[config.mk]
export PLATFORM = sky130hd
export DESIGN_NAME = window_former
export DESIGN_NICKNAME = d
export VERILOG_FILES = /design/src/rtl/window_former.sv
export SDC_FILE = /design/constraint.sdc
export NUM_CORES = 1
export LEC_CHECK = 0
export BUFFER_PORTS_ARGS = -buffer_cell sky130_fd_sc_hd__buf_2
export CAP_MARGIN = 10
export CORE_MARGIN = 5
export CORE_UTILIZATION = 59
export CTS_CLUSTER_SIZE = 8
export DETAILED_ROUTE_END_ITERATION = 7
export PLACE_DENSITY_LB_ADDON = 0.3
export SKIP_LAST_GASP = 1
export SLEW_MARGIN = 20
export SYNTH_ARGS = -nofsm -noshare
export SYNTH_HDL_FRONTEND = slang
export SYNTH_SLANG_ARGS = --single-unit
[constraint.sdc]
create_clock -name clk_i -period 8.6 [get_ports clk_i]
set_clock_uncertainty 0.2 [all_clocks]
set_input_delay 1.72 -clock clk_i [delete_from_list [all_inputs] [get_ports clk_i]]
set_output_delay 1.72 -clock clk_i [all_outputs]
set_load 0.05 [all_outputs]
[src/rtl/window_former.sv]
// ---------------------------------------------------------------------------
// window_former
// Turns WIN_SIZE vertically aligned row taps (coming from a row buffer) into a
// full WIN_SIZE x WIN_SIZE x CH_NUM pixel window. Only windows that fit fully
// inside the frame are emitted. Emission happens at a programmable stride,
// together with the window's output-map coordinates and an end-of-frame pulse.
//
// Ports
//   clk_i          clock, everything on the rising edge
//   reset_i        synchronous active-high reset
//   frame_h_i      rows per frame, sampled on frame_start_i
//   frame_w_i      pixels per row, sampled on frame_start_i
//   frame_start_i  marks the first beat of a frame (this or a later cycle)
//   din_vld_i      column beat valid
//   din_i          row taps, [0] = newest row
//   win_vld_o      one-cycle pulse; win_o/win_row_o/win_col_o are valid
//   win_o          win_o[r][c], r=0 newest row, c=0 newest column
//   win_row_o      output-map row index of the window
//   win_col_o      output-map column index of the window
//   frame_done_o   pulses with the last window of the frame (or one cycle
//                  after the last beat when the frame is too small)
// ---------------------------------------------------------------------------
module window_former #(
    parameter int FRAME_H_MAX = 224,
    parameter int FRAME_W_MAX = 224,
    parameter int DIN_WIDTH   = 8,
    parameter int WIN_SIZE    = 3,
    parameter int CH_NUM      = 3,
    parameter int STRIDE      = 1,
    localparam int HW = $clog2(FRAME_H_MAX) + 1,
    localparam int WW = $clog2(FRAME_W_MAX) + 1
) (
    input  logic                                                  clk_i,
    input  logic                                                  reset_i,
    input  logic [HW-1:0]                                         frame_h_i,
    input  logic [WW-1:0]                                         frame_w_i,
    input  logic                                                  frame_start_i,
    input  logic                                                  din_vld_i,
    input  logic [WIN_SIZE-1:0][CH_NUM-1:0][DIN_WIDTH-1:0]        din_i,
    output logic                                                  win_vld_o,
    output logic [WIN_SIZE-1:0][WIN_SIZE-1:0][CH_NUM-1:0][DIN_WIDTH-1:0] win_o,
    output logic [HW-1:0]                                         win_row_o,
    output logic [WW-1:0]                                         win_col_o,
    output logic                                                  frame_done_o
);

    // Phase counters need at least one bit even when STRIDE == 1.
    localparam int PW = (STRIDE > 1) ? $clog2(STRIDE) : 1;
    localparam logic [PW-1:0] PH_LAST = PW'(STRIDE - 1);

    typedef logic [WIN_SIZE-1:0][WIN_SIZE-1:0][CH_NUM-1:0][DIN_WIDTH-1:0] win_t;

    logic [HW-1:0] frame_h_q, frame_h_d, row_cnt_q, row_cnt_d;
    logic [HW-1:0] out_row_q, out_row_d, win_row_q, win_row_d;
    logic [WW-1:0] frame_w_q, frame_w_d, col_cnt_q, col_cnt_d;
    logic [WW-1:0] out_col_q, out_col_d, win_col_q, win_col_d;
    logic [PW-1:0] row_ph_q, row_ph_d, col_ph_q, col_ph_d;
    logic          active_q, active_d, small_q, small_d;
    logic          win_vld_q, win_vld_d, frame_done_q, frame_done_d;
    win_t          sr_q, sr_d, sr_shift, win_q, win_d;

    // Effective state for this cycle: a frame_start overrides the stored
    // frame context so that a coincident beat lands at pixel (0,0).
    logic [HW-1:0] h_cur, r_cur, orow_cur;
    logic [WW-1:0] w_cur, c_cur, ocol_cur;
    logic [PW-1:0] rph_cur, cph_cur;
    logic          small_cur, accept, at_row, at_col, emit;
    logic          col_last, row_last, last_row_win, last_col_win;

    assign h_cur     = frame_start_i ? frame_h_i : frame_h_q;
    assign w_cur     = frame_start_i ? frame_w_i : frame_w_q;
    assign r_cur     = frame_start_i ? '0 : row_cnt_q;
    assign c_cur     = frame_start_i ? '0 : col_cnt_q;
    assign orow_cur  = frame_start_i ? '0 : out_row_q;
    assign ocol_cur  = frame_start_i ? '0 : out_col_q;
    assign rph_cur   = frame_start_i ? '0 : row_ph_q;
    assign cph_cur   = frame_start_i ? '0 : col_ph_q;
    assign small_cur = frame_start_i ? ((32'(frame_h_i) < WIN_SIZE) || (32'(frame_w_i) < WIN_SIZE))
                                     : small_q;

    assign accept   = din_vld_i & (active_q | frame_start_i);
    assign at_row   = 32'(r_cur) >= WIN_SIZE - 1;
    assign at_col   = 32'(c_cur) >= WIN_SIZE - 1;
    assign emit     = at_row & at_col & (rph_cur == '0) & (cph_cur == '0);
    assign col_last = (c_cur == w_cur - WW'(1));
    assign row_last = (r_cur == h_cur - HW'(1));
    // An emitting row/column is the last one when another stride step would
    // run past the frame edge.
    assign last_col_win = (32'(c_cur) + STRIDE) >= 32'(w_cur);
    assign last_row_win = (32'(r_cur) + STRIDE) >= 32'(h_cur);

    // Per-row column shift: tap enters at c=0, older columns move up.
    generate
        for (genvar gi = 0; gi < WIN_SIZE; gi++) begin : g_row
            assign sr_shift[gi][0] = din_i[gi];
            for (genvar gj = 1; gj < WIN_SIZE; gj++) begin : g_col
                assign sr_shift[gi][gj] = sr_q[gi][gj-1];
            end
        end
    endgenerate

    always_comb begin
        frame_h_d    = h_cur;
        frame_w_d    = w_cur;
        small_d      = small_cur;
        active_d     = active_q | frame_start_i;
        row_cnt_d    = r_cur;
        col_cnt_d    = c_cur;
        row_ph_d     = rph_cur;
        col_ph_d     = cph_cur;
        out_row_d    = orow_cur;
        out_col_d    = ocol_cur;
        sr_d         = sr_q;
        win_d        = win_q;
        win_row_d    = win_row_q;
        win_col_d    = win_col_q;
        win_vld_d    = 1'b0;
        frame_done_d = 1'b0;

        if (accept) begin
            sr_d = sr_shift;
            if (emit) begin
                win_vld_d    = 1'b1;
                win_d        = sr_shift;
                win_row_d    = orow_cur;
                win_col_d    = ocol_cur;
                frame_done_d = last_row_win & last_col_win;
            end
            if (col_last) begin
                col_cnt_d = '0;
                col_ph_d  = '0;
                out_col_d = '0;
                row_cnt_d = r_cur + HW'(1);
                if (at_row) begin
                    row_ph_d = (rph_cur == PH_LAST) ? '0 : rph_cur + PW'(1);
                    if (rph_cur == '0) begin
                        out_row_d = orow_cur + HW'(1);
                    end
                end
                if (row_last) begin
                    active_d = 1'b0;
                    // Frames smaller than the window still signal completion.
                    if (small_cur) begin
                        frame_done_d = 1'b1;
                    end
                end
            end else begin
                col_cnt_d = c_cur + WW'(1);
                if (at_col) begin
                    col_ph_d = (cph_cur == PH_LAST) ? '0 : cph_cur + PW'(1);
                end
                if (emit) begin
                    out_col_d = ocol_cur + WW'(1);
                end
            end
        end
    end

    always_ff @(posedge clk_i) begin
        if (reset_i) begin
            frame_h_q    <= '0;
            frame_w_q    <= '0;
            small_q      <= 1'b0;
            active_q     <= 1'b0;
            row_cnt_q    <= '0;
            col_cnt_q    <= '0;
            row_ph_q     <= '0;
            col_ph_q     <= '0;
            out_row_q    <= '0;
            out_col_q    <= '0;
            sr_q         <= '0;
            win_q        <= '0;
            win_row_q    <= '0;
            win_col_q    <= '0;
            win_vld_q    <= 1'b0;
            frame_done_q <= 1'b0;
        end else begin
            frame_h_q    <= frame_h_d;
            frame_w_q    <= frame_w_d;
            small_q      <= small_d;
            active_q     <= active_d;
            row_cnt_q    <= row_cnt_d;
            col_cnt_q    <= col_cnt_d;
            row_ph_q     <= row_ph_d;
            col_ph_q     <= col_ph_d;
            out_row_q    <= out_row_d;
            out_col_q    <= out_col_d;
            sr_q         <= sr_d;
            win_q        <= win_d;
            win_row_q    <= win_row_d;
            win_col_q    <= win_col_d;
            win_vld_q    <= win_vld_d;
            frame_done_q <= frame_done_d;
        end
    end

    assign win_vld_o    = win_vld_q;
    assign win_o        = win_q;
    assign win_row_o    = win_row_q;
    assign win_col_o    = win_col_q;
    assign frame_done_o = frame_done_q;

endmodule
## Word-level counts from Yosys, hierarchy flattened

Cells that the tools add are included.

| storage, ports and cells | value |
|---|---|
| output and inout port bits | 236 |
| input port bits | 94 |
| register bits | 438 |

| operators by class | value |
|---|---|
| add/sub/neg operators | 10 |
| magnitude comparators | 6 |
| equal/unequal tests | 2 |
| bitwise logic cells | 9 |
| mux-type cells | 36 |
| reductions and logical operators | 3 |

Operator list:

| operator | number |
|---|---|
| $mux W9 | 17 |
| $add A9 B1 Y9 const B | 4 |
| $add A9 B1 Y10 const B | 2 |
| $ge A10 B9 Y1 | 2 |
| $mux W1 | 19 |
| $eq A9 B9 Y1 | 2 |
| $ge A9 B2 Y1 const B | 2 |
| $lt A9 B2 Y1 const B | 2 |
| $sub A9 B1 Y9 const B | 2 |
| $and A1 B1 Y1 | 5 |
| $not A1 Y1 | 3 |
| $add A1 B1 Y1 const B | 2 |
| $reduce_and A2 Y1 | 1 |
| $reduce_or A2 Y1 | 1 |
| $logic_or A1 B1 Y1 | 1 |
| $or A1 B1 Y1 | 1 |

## Depth between registers and ports, before layout

Gate-level depths: netlist (run 1).

| logic depth | value |
|---|---|
| depth after elaboration | 9 |
| depth in mapped cells | 19 |
| depth with buffers taken out | 12 |

## Worst setup path before layout (run 1)

No wires, ideal clock.

| timing | value |
|---|---|
| path type | input to register |
| start | input frame_start_i |
| end | register row_cnt_q[7] |
| slack | 2.522 ns |
| path buffers | 9 |
| setup time | 0.069 ns |
| arrival | 5.809 ns |
| cell stages on the path | 17 |
| path through | buf_6 buf_6 buf_6 buf_2 buf_2 buf_2 clkbuf_1 buf_1 mux2i_1 ha_1 o211ai_1 or4_1 and3_1 or4_4 buf_6 or4_1 o21ai_1 |

| on the way | value |
|---|---|
| cells in the longest elaborated chain, start to end | 5 |
| elaborated cells on any way between the ends | 10 |
| those cells by class | add/sub: 2; eq/ne: 1; mux: 5; bitwise: 2 |

Ends and longest elaborated chain:

| what | RTL line | RTL |
|---|---|---|
| start: declaration | 37 | `input logic frame_start_i,` |
| $mux W9 | 71 | `assign w_cur = frame_start_i ? frame_w_i : frame_w_q;` |
| $sub A9 B1 Y9 | 85 | `assign col_last = (c_cur == w_cur - WW'(1));` |
| $eq A9 B9 Y1 | 85 |  |
| $mux W9 | 129 | `if (col_last) begin` |
| $mux W9 (*) | 120 | `if (accept) begin` |
| end signal: assignment | 182 | `row_cnt_q <= row_cnt_d;` |
| end: declaration | 53 | `logic [HW-1:0] frame_h_q, frame_h_d, row_cnt_q, row_cnt_d;` |

Mark *: on every way between the ends. The rest lies on a longest branch, timed or not.
A chain may end at the register's enable or synchronous reset.

## Worst setup path in the final report (run 1)

| timing | value |
|---|---|
| start | input frame_start_i |
| end | register out_row_q[8] |

| on the way | value |
|---|---|
| cells in the longest elaborated chain, start to end | 6 |
| elaborated cells on any way between the ends | 15 |
| those cells by class | add/sub: 2; order compare: 1; eq/ne: 1; mux: 9; bitwise: 2 |

Ends and longest elaborated chain:

| what | RTL line | RTL |
|---|---|---|
| parallel branches: the longest is 5 deep, another holds $sub A9 B1 Y9 | - |  |
| $mux W9 (*) | 120 |  |
| end signal: assignment | 186 | `out_row_q <= out_row_d;` |
| end: declaration | 54 | `logic [HW-1:0] out_row_q, out_row_d, win_row_q, win_row_d;` |

Every way passes the cells marked *.

==> flow_summary.json, run 1 <==
{
  "status": "finished clean",
  "die_area_mm2": 0.0321,
  "cts.sinks": 438,
  "fin_crit_ns": 5.34,
  "via_per_inst": 5.53,
  "maxCapViolCount": 0,
  "min_period_over_period_pct": 62.1,
  "grt_pass1_wl_um": 72600,
  "overflow": 0,
  "end_kind": "register",
  "largest_reg_flops": 216,
  "wire_per_inst_um": 16.4,
  "arrival_ns": 5.62,
  "drcViolationCount": 0,
  "routabilityCongestion": 0.861,
  "n_antenna_cell": 0,
  "final-setup-viol-count": 0,
  "synth_edf_count": 0,
  "postSynthAreaPerCell_um2": 7.88,
  "rows": 61,
  "ys_seq_area_share_pct": 52.0,
  "die_y_um": 179,
  "synthFlopType": "dfxtp_1",
  "syn_to_final_growth_pct": 19.1,
  "ys_seq_elements": 438,
  "grt_setup_unrepaired": "false",
  "detailed_place_hpwl_um": 29500,
  "slew-limit-headroom_pct": 25.9,
  "core-area_mm2": 0.0280,
  "clkTransAtPathRegs_ns": 0.05,
  "worstSkewPairLatency_ns": 0.57,
  "grt_pass1_vias": 14500,
  "postCtsSetupBuffers": 0,
  "cts_max_level": 2,
  "syn_nets": 2257,
  "clk_path_buf_depth": 3,
  "leakagePower_nw": 8.00,
  "hold_path.class": "register to register",
  "grt_usage_pct": 27.4,
  "place_inst": 2703,
  "cts_buffers": 60,
  "drive_gt1_share_pct": 17.4,
  "nets": 2505,
  "vias": 15300,
  "cts_root_buf": "clkbuf_16",
  "path_max_fanout": 61,
  "mappedNetlistArea_mm2": 0.0169,
  "hold_violations": 0,
  "netlist_instances": 2139,
  "final_common_cell": "nand2_1",
  "mostFrequentLayoutCells": "779 x nand2_1, 438 x dfxtp_1, 402 x a21oi_1",
  "ctsHoldBuffers": 0,
  "cts_tree": "yes",
  "vdd_drop_max_mv": 0.177,
  "synthDistinctLibCells": 55,
  "layout.cells.non_filler": 2768,
  "cts_resized": 0,
  "io_pins": 330,
  "fmax_ghz": 0.187,
  "start_util_pct": 60.2,
  "critPathRequiredTime_ns": 8.88,
  "ys_async_sr_fraction_pct": 0,
  "worstMarginPinSlew_ns": 1.11,
  "ant_nets": 0,
  "port_buffers": 329,
  "start_kind": "primary input",
  "wl_um": 45500,
  "first_pass_iters": 5,
  "synth_warnings": 0,
  "power.density_mw_per_mm2": 216,
  "die_w_um": 179,
  "tns_ns": 0,
  "path_class": "primary input to register",
  "drt_iter0_drc": 1220,
  "drv_slew": 0,
  "antenna_found_initial": 1,
  "grt_max_degree": 113
}
[stage by stage]
stage          power [mW]  util (%)  hold slack, ns  setup WS, ns  cell area, um^2
3_3_place_gp         2.34      66.0           0.227          2.75            18500
5_1_grt              4.48      71.7           0.257          2.93            20100
3_5_place_dp         2.34      66.0           0.226          2.71            18500
2_1_floorplan        2.27         -           0.210          2.52            16900
6_report             4.33      71.7           0.237          3.26            20100
4_1_cts              4.36      71.6           0.235          3.28            20100
[cells in the mapped netlist (15+ instances only)]
cell type / instances / share of area [%]
clkbuf_1: 142 / 3.2
nand3_1: 15 / 0.45
inv_1: 16 / 0.36
xor2_1: 22 / 1.1
nand2_1: 779 / 17
nor3_1: 19 / 0.56
nor2_1: 73 / 1.6
ha_1: 24 / 1.8
a21oi_1: 402 / 12
mux2i_1: 25 / 1.5
xnor2_1: 30 / 1.6
dfxtp_1: 438 / 52
[logic make-up (layout without fill, tap and decap cells)]
kind of cell / after synthesis / after routing / synth area share [%]
XOR/XNOR: 53 / 53 / 2.84
adder cells (fa/ha/maj): 24 / 24 / 1.78
multiplexers: 26 / 26 / 1.62
buffers and inverters: 172 / 423 / 4.06
AND/OR/NAND/NOR: 968 / 968 / 23.4
AO/OA/AOI/OAI: 458 / 458 / 14.3
flip-flops: 438 / 438 / 52.0
[critical path, stage by stage]
cell	delay, ns
buf_4	0.49
buf_4	0.56
mux2i_1	0.37
ha_1	0.30
o211ai_1	0.14
or4_1	0.56
a311oi_1	0.32
nand3_1	0.37
or4_1	0.60
a21oi_1	0.15
[final timing paths]
check / start / to / slack (ns) / cells past startpoint
setup / recovery: frame_start_i / out_row_q[8] / 3.26 / 10
hold / removal: col_ph_q / col_ph_q / 0.24 / 2
setup reg to reg: col_cnt_q[3] / win_row_o[3] / 5.15 / 8
hold reg to reg: col_ph_q / col_ph_q / 0.24 / 2
[layer usage]
metal / wire length, um / up-vias / track usage [%]
li1: - / 7496 / -
met1: 18600 / 7188 / 35.5
met2: 21500 / 544 / 44.7
met3: 4140 / 88 / 7.38
met4: 1220 / 2 / 8.54
met5: 13 / - / 0
[cell type report]
type	instances	area [um^2]
Sequential cell	438	8770
Fill cell	2215	7930
Clock inverter	2	38.8
Timing Repair Buffer	342	1760
Inverter	16	60.1
Tap cell	378	473
Multi-Input combinational cell	1529	7440
Clock buffer	63	1530
[where the power goes]
| part | internal [mW] | switching (mW) | total (mW) |
|---|---|---|---|
| combinational | 0.0698 | 0.145 | 0.215 |
| clock | 1.23 | 0.793 | 2.03 |
| sequential | 2.07 | 0.0243 | 2.09 |
Power figures use the tool's default switching activity.
==> inputs of run 2 (changes only) <==
Settings changed: CORE_UTILIZATION 59 to 50.
Clock period 8.6 ns to 4.3 ns, I/O delays scaled along.
==> flow_summary.json, run 2 (same netlist as run 1, synthesis figures left out) <==
{
  "status": "finished clean",
  "wl_um": 46200,
  "core-area_mm2": 0.0334,
  "slew-limit-headroom_pct": 41.9,
  "syn_to_final_growth_pct": 20.3,
  "hold_violations": 0,
  "worstSkewPairLatency_ns": 0.59,
  "mostFrequentLayoutCells": "779 x nand2_1, 438 x dfxtp_1, 402 x a21oi_1",
  "cts_buffers": 60,
  "detailed_place_hpwl_um": 30200,
  "p_sw_share_pct": 22.3,
  "clkTransAtPathRegs_ns": 0.05,
  "n_antenna_cell": 0,
  "wire_per_inst_um": 16.3,
  "grt_usage_pct": 23.4,
  "grt_pass1_wl_um": 74600,
  "cpMostUsedCell": "or4_1",
  "power.density_mw_per_mm2": 427,
  "largest_reg_flops": 216,
  "seq_power_share_pct": 48.4,
  "start_kind": "primary input",
  "antenna_found_initial": 0,
  "cts_root_buf": "clkbuf_16",
  "drive_gt1_share_pct": 17.8,
  "intPower_mw": 6.72,
  "postCtsSetupBuffers": 0,
  "vias": 15000,
  "fmax_ghz": 0.289,
  "overflow": 0,
  "worstMarginPinSlew_ns": 0.872,
  "end_kind": "register",
  "place_ws_ns": 0.268,
  "path_class": "primary input to register",
  "first_pass_iters": 5,
  "slowest_stage": "or4_1",
  "power_switching_mw": 1.93,
  "leakagePower_nw": 8.03,
  "final_common_cell": "nand2_1",
  "worstPathCellList": "buf_4, mux2i_4, ha_4, o211ai_1, or4_1, a311oi_1, nand3_1, or4_1, a21oi_1",
  "final-setup-viol-count": 0,
  "worstHoldStart": "col_ph_q",
  "worstReg2RegStart": "row_cnt_q[4]",
  "arrival_ns": 3.77,
  "die_w_um": 194,
  "critical-path-top-delay-family": "simple AND/OR/NAND/NOR gates",
  "slowest_delay_ns": 0.59,
  "nets": 2508,
  "port_buffers": 329,
  "start_util_pct": 50.4,
  "min_period_over_period_pct": 80.6,
  "grt_max_degree": 180,
  "ctsHoldBuffers": 0,
  "die_y_um": 194,
  "drv_slew": 0,
  "maxCapViolCount": 0,
  "clk_path_buf_depth": 3,
  "cts_max_level": 2,
  "cts_tree": "yes",
  "layout.cells.non_filler": 2839,
  "die_area_mm2": 0.0375,
  "vdd_drop_max_mv": 0.355,
  "path_max_fanout": 40,
  "drt_iter0_drc": 1046,
  "num-fill-cells": 3018,
  "pwr-share-comb_pct": 5.1,
  "hold_path.class": "register to register",
  "routabilityCongestion": 0.860,
  "ant_nets": 0,
  "place_inst": 2776,
  "worst-path-buf-inv": 1,
  "fin_crit_ns": 3.46,
  "startpoint": "frame_start_i",
  "grt_setup_unrepaired": "false",
  "cts_resized": 0,
  "power_frac_clock_pct": 46.6,
  "io_pins": 330,
  "cts.sinks": 438,
  "grt_pass1_vias": 14500,
  "critPathRequiredTime_ns": 4.61,
  "via_per_inst": 5.29,
  "drcViolationCount": 0,
  "setup_ws_ns": 0.836,
  "rows": 67
}
run 2: cell type report:
class | instances | area, um^2 | area share [%]
Inverter | 16 | 60.1 | 0.296
Clock inverter | 2 | 25.0 | 0.123
Sequential cell | 438 | 8770 | 43.2
Multi-Input combinational cell | 1529 | 7490 | 36.9
Clock buffer | 61 | 1520 | 7.47
Tap cell | 448 | 561 | 2.76
Timing Repair Buffer | 345 | 1870 | 9.20
run 2: stage by stage:
| step | instance area (um^2) | util (%) | power (mW) | hold WS (ns) | TNS [ns] |
|---|---|---|---|---|---|
| after floorplan | 16900 | - | 4.55 | 0.210 | -0.0286 |
| after global placement | 18700 | 56.0 | 4.69 | 0.224 | 0 |
| after detailed placement | 18700 | 56.0 | 4.70 | 0.234 | 0 |
| after CTS | 20300 | 60.6 | 8.75 | 0.242 | 0 |
| after global routing | 20300 | 60.6 | 8.99 | 0.252 | 0 |
| final | 20300 | 60.6 | 8.66 | 0.243 | 0 |
run 2: power groups by stage:
stage	clock, mW	sequential (mW)	combinational, mW
2_1_floorplan	0	4.25	0.302
3_3_place_gp	0	4.26	0.430
3_5_place_dp	0	4.26	0.437
4_1_cts	4.13	4.19	0.439
5_1_grt	4.31	4.19	0.490
6_report	4.03	4.19	0.439
run 2: tightest hold or removal path, stage by stage, from the launching register on:
cell and delay, ns:
dfxtp_1 0.31, nand2_1 0.06, nor2_1 0.03
run 2: final timing paths:
kind,end,slack (ns),cells after the start
worst min register to register,col_ph_q,0.24,2
worst max-delay path,out_row_q[8],0.84,9
worst min-delay path,col_ph_q,0.24,2
worst max register to register,frame_done_o,1.23,11
run 2: layer usage:
layer,wire length (um),GRT usage [%],vias up
met1,20000,30.3,7056
met3,3700,7.40,70
met4,1110,7.66,0
met2,21400,37.4,406
li1,-,-,7497
met5,0,0,-
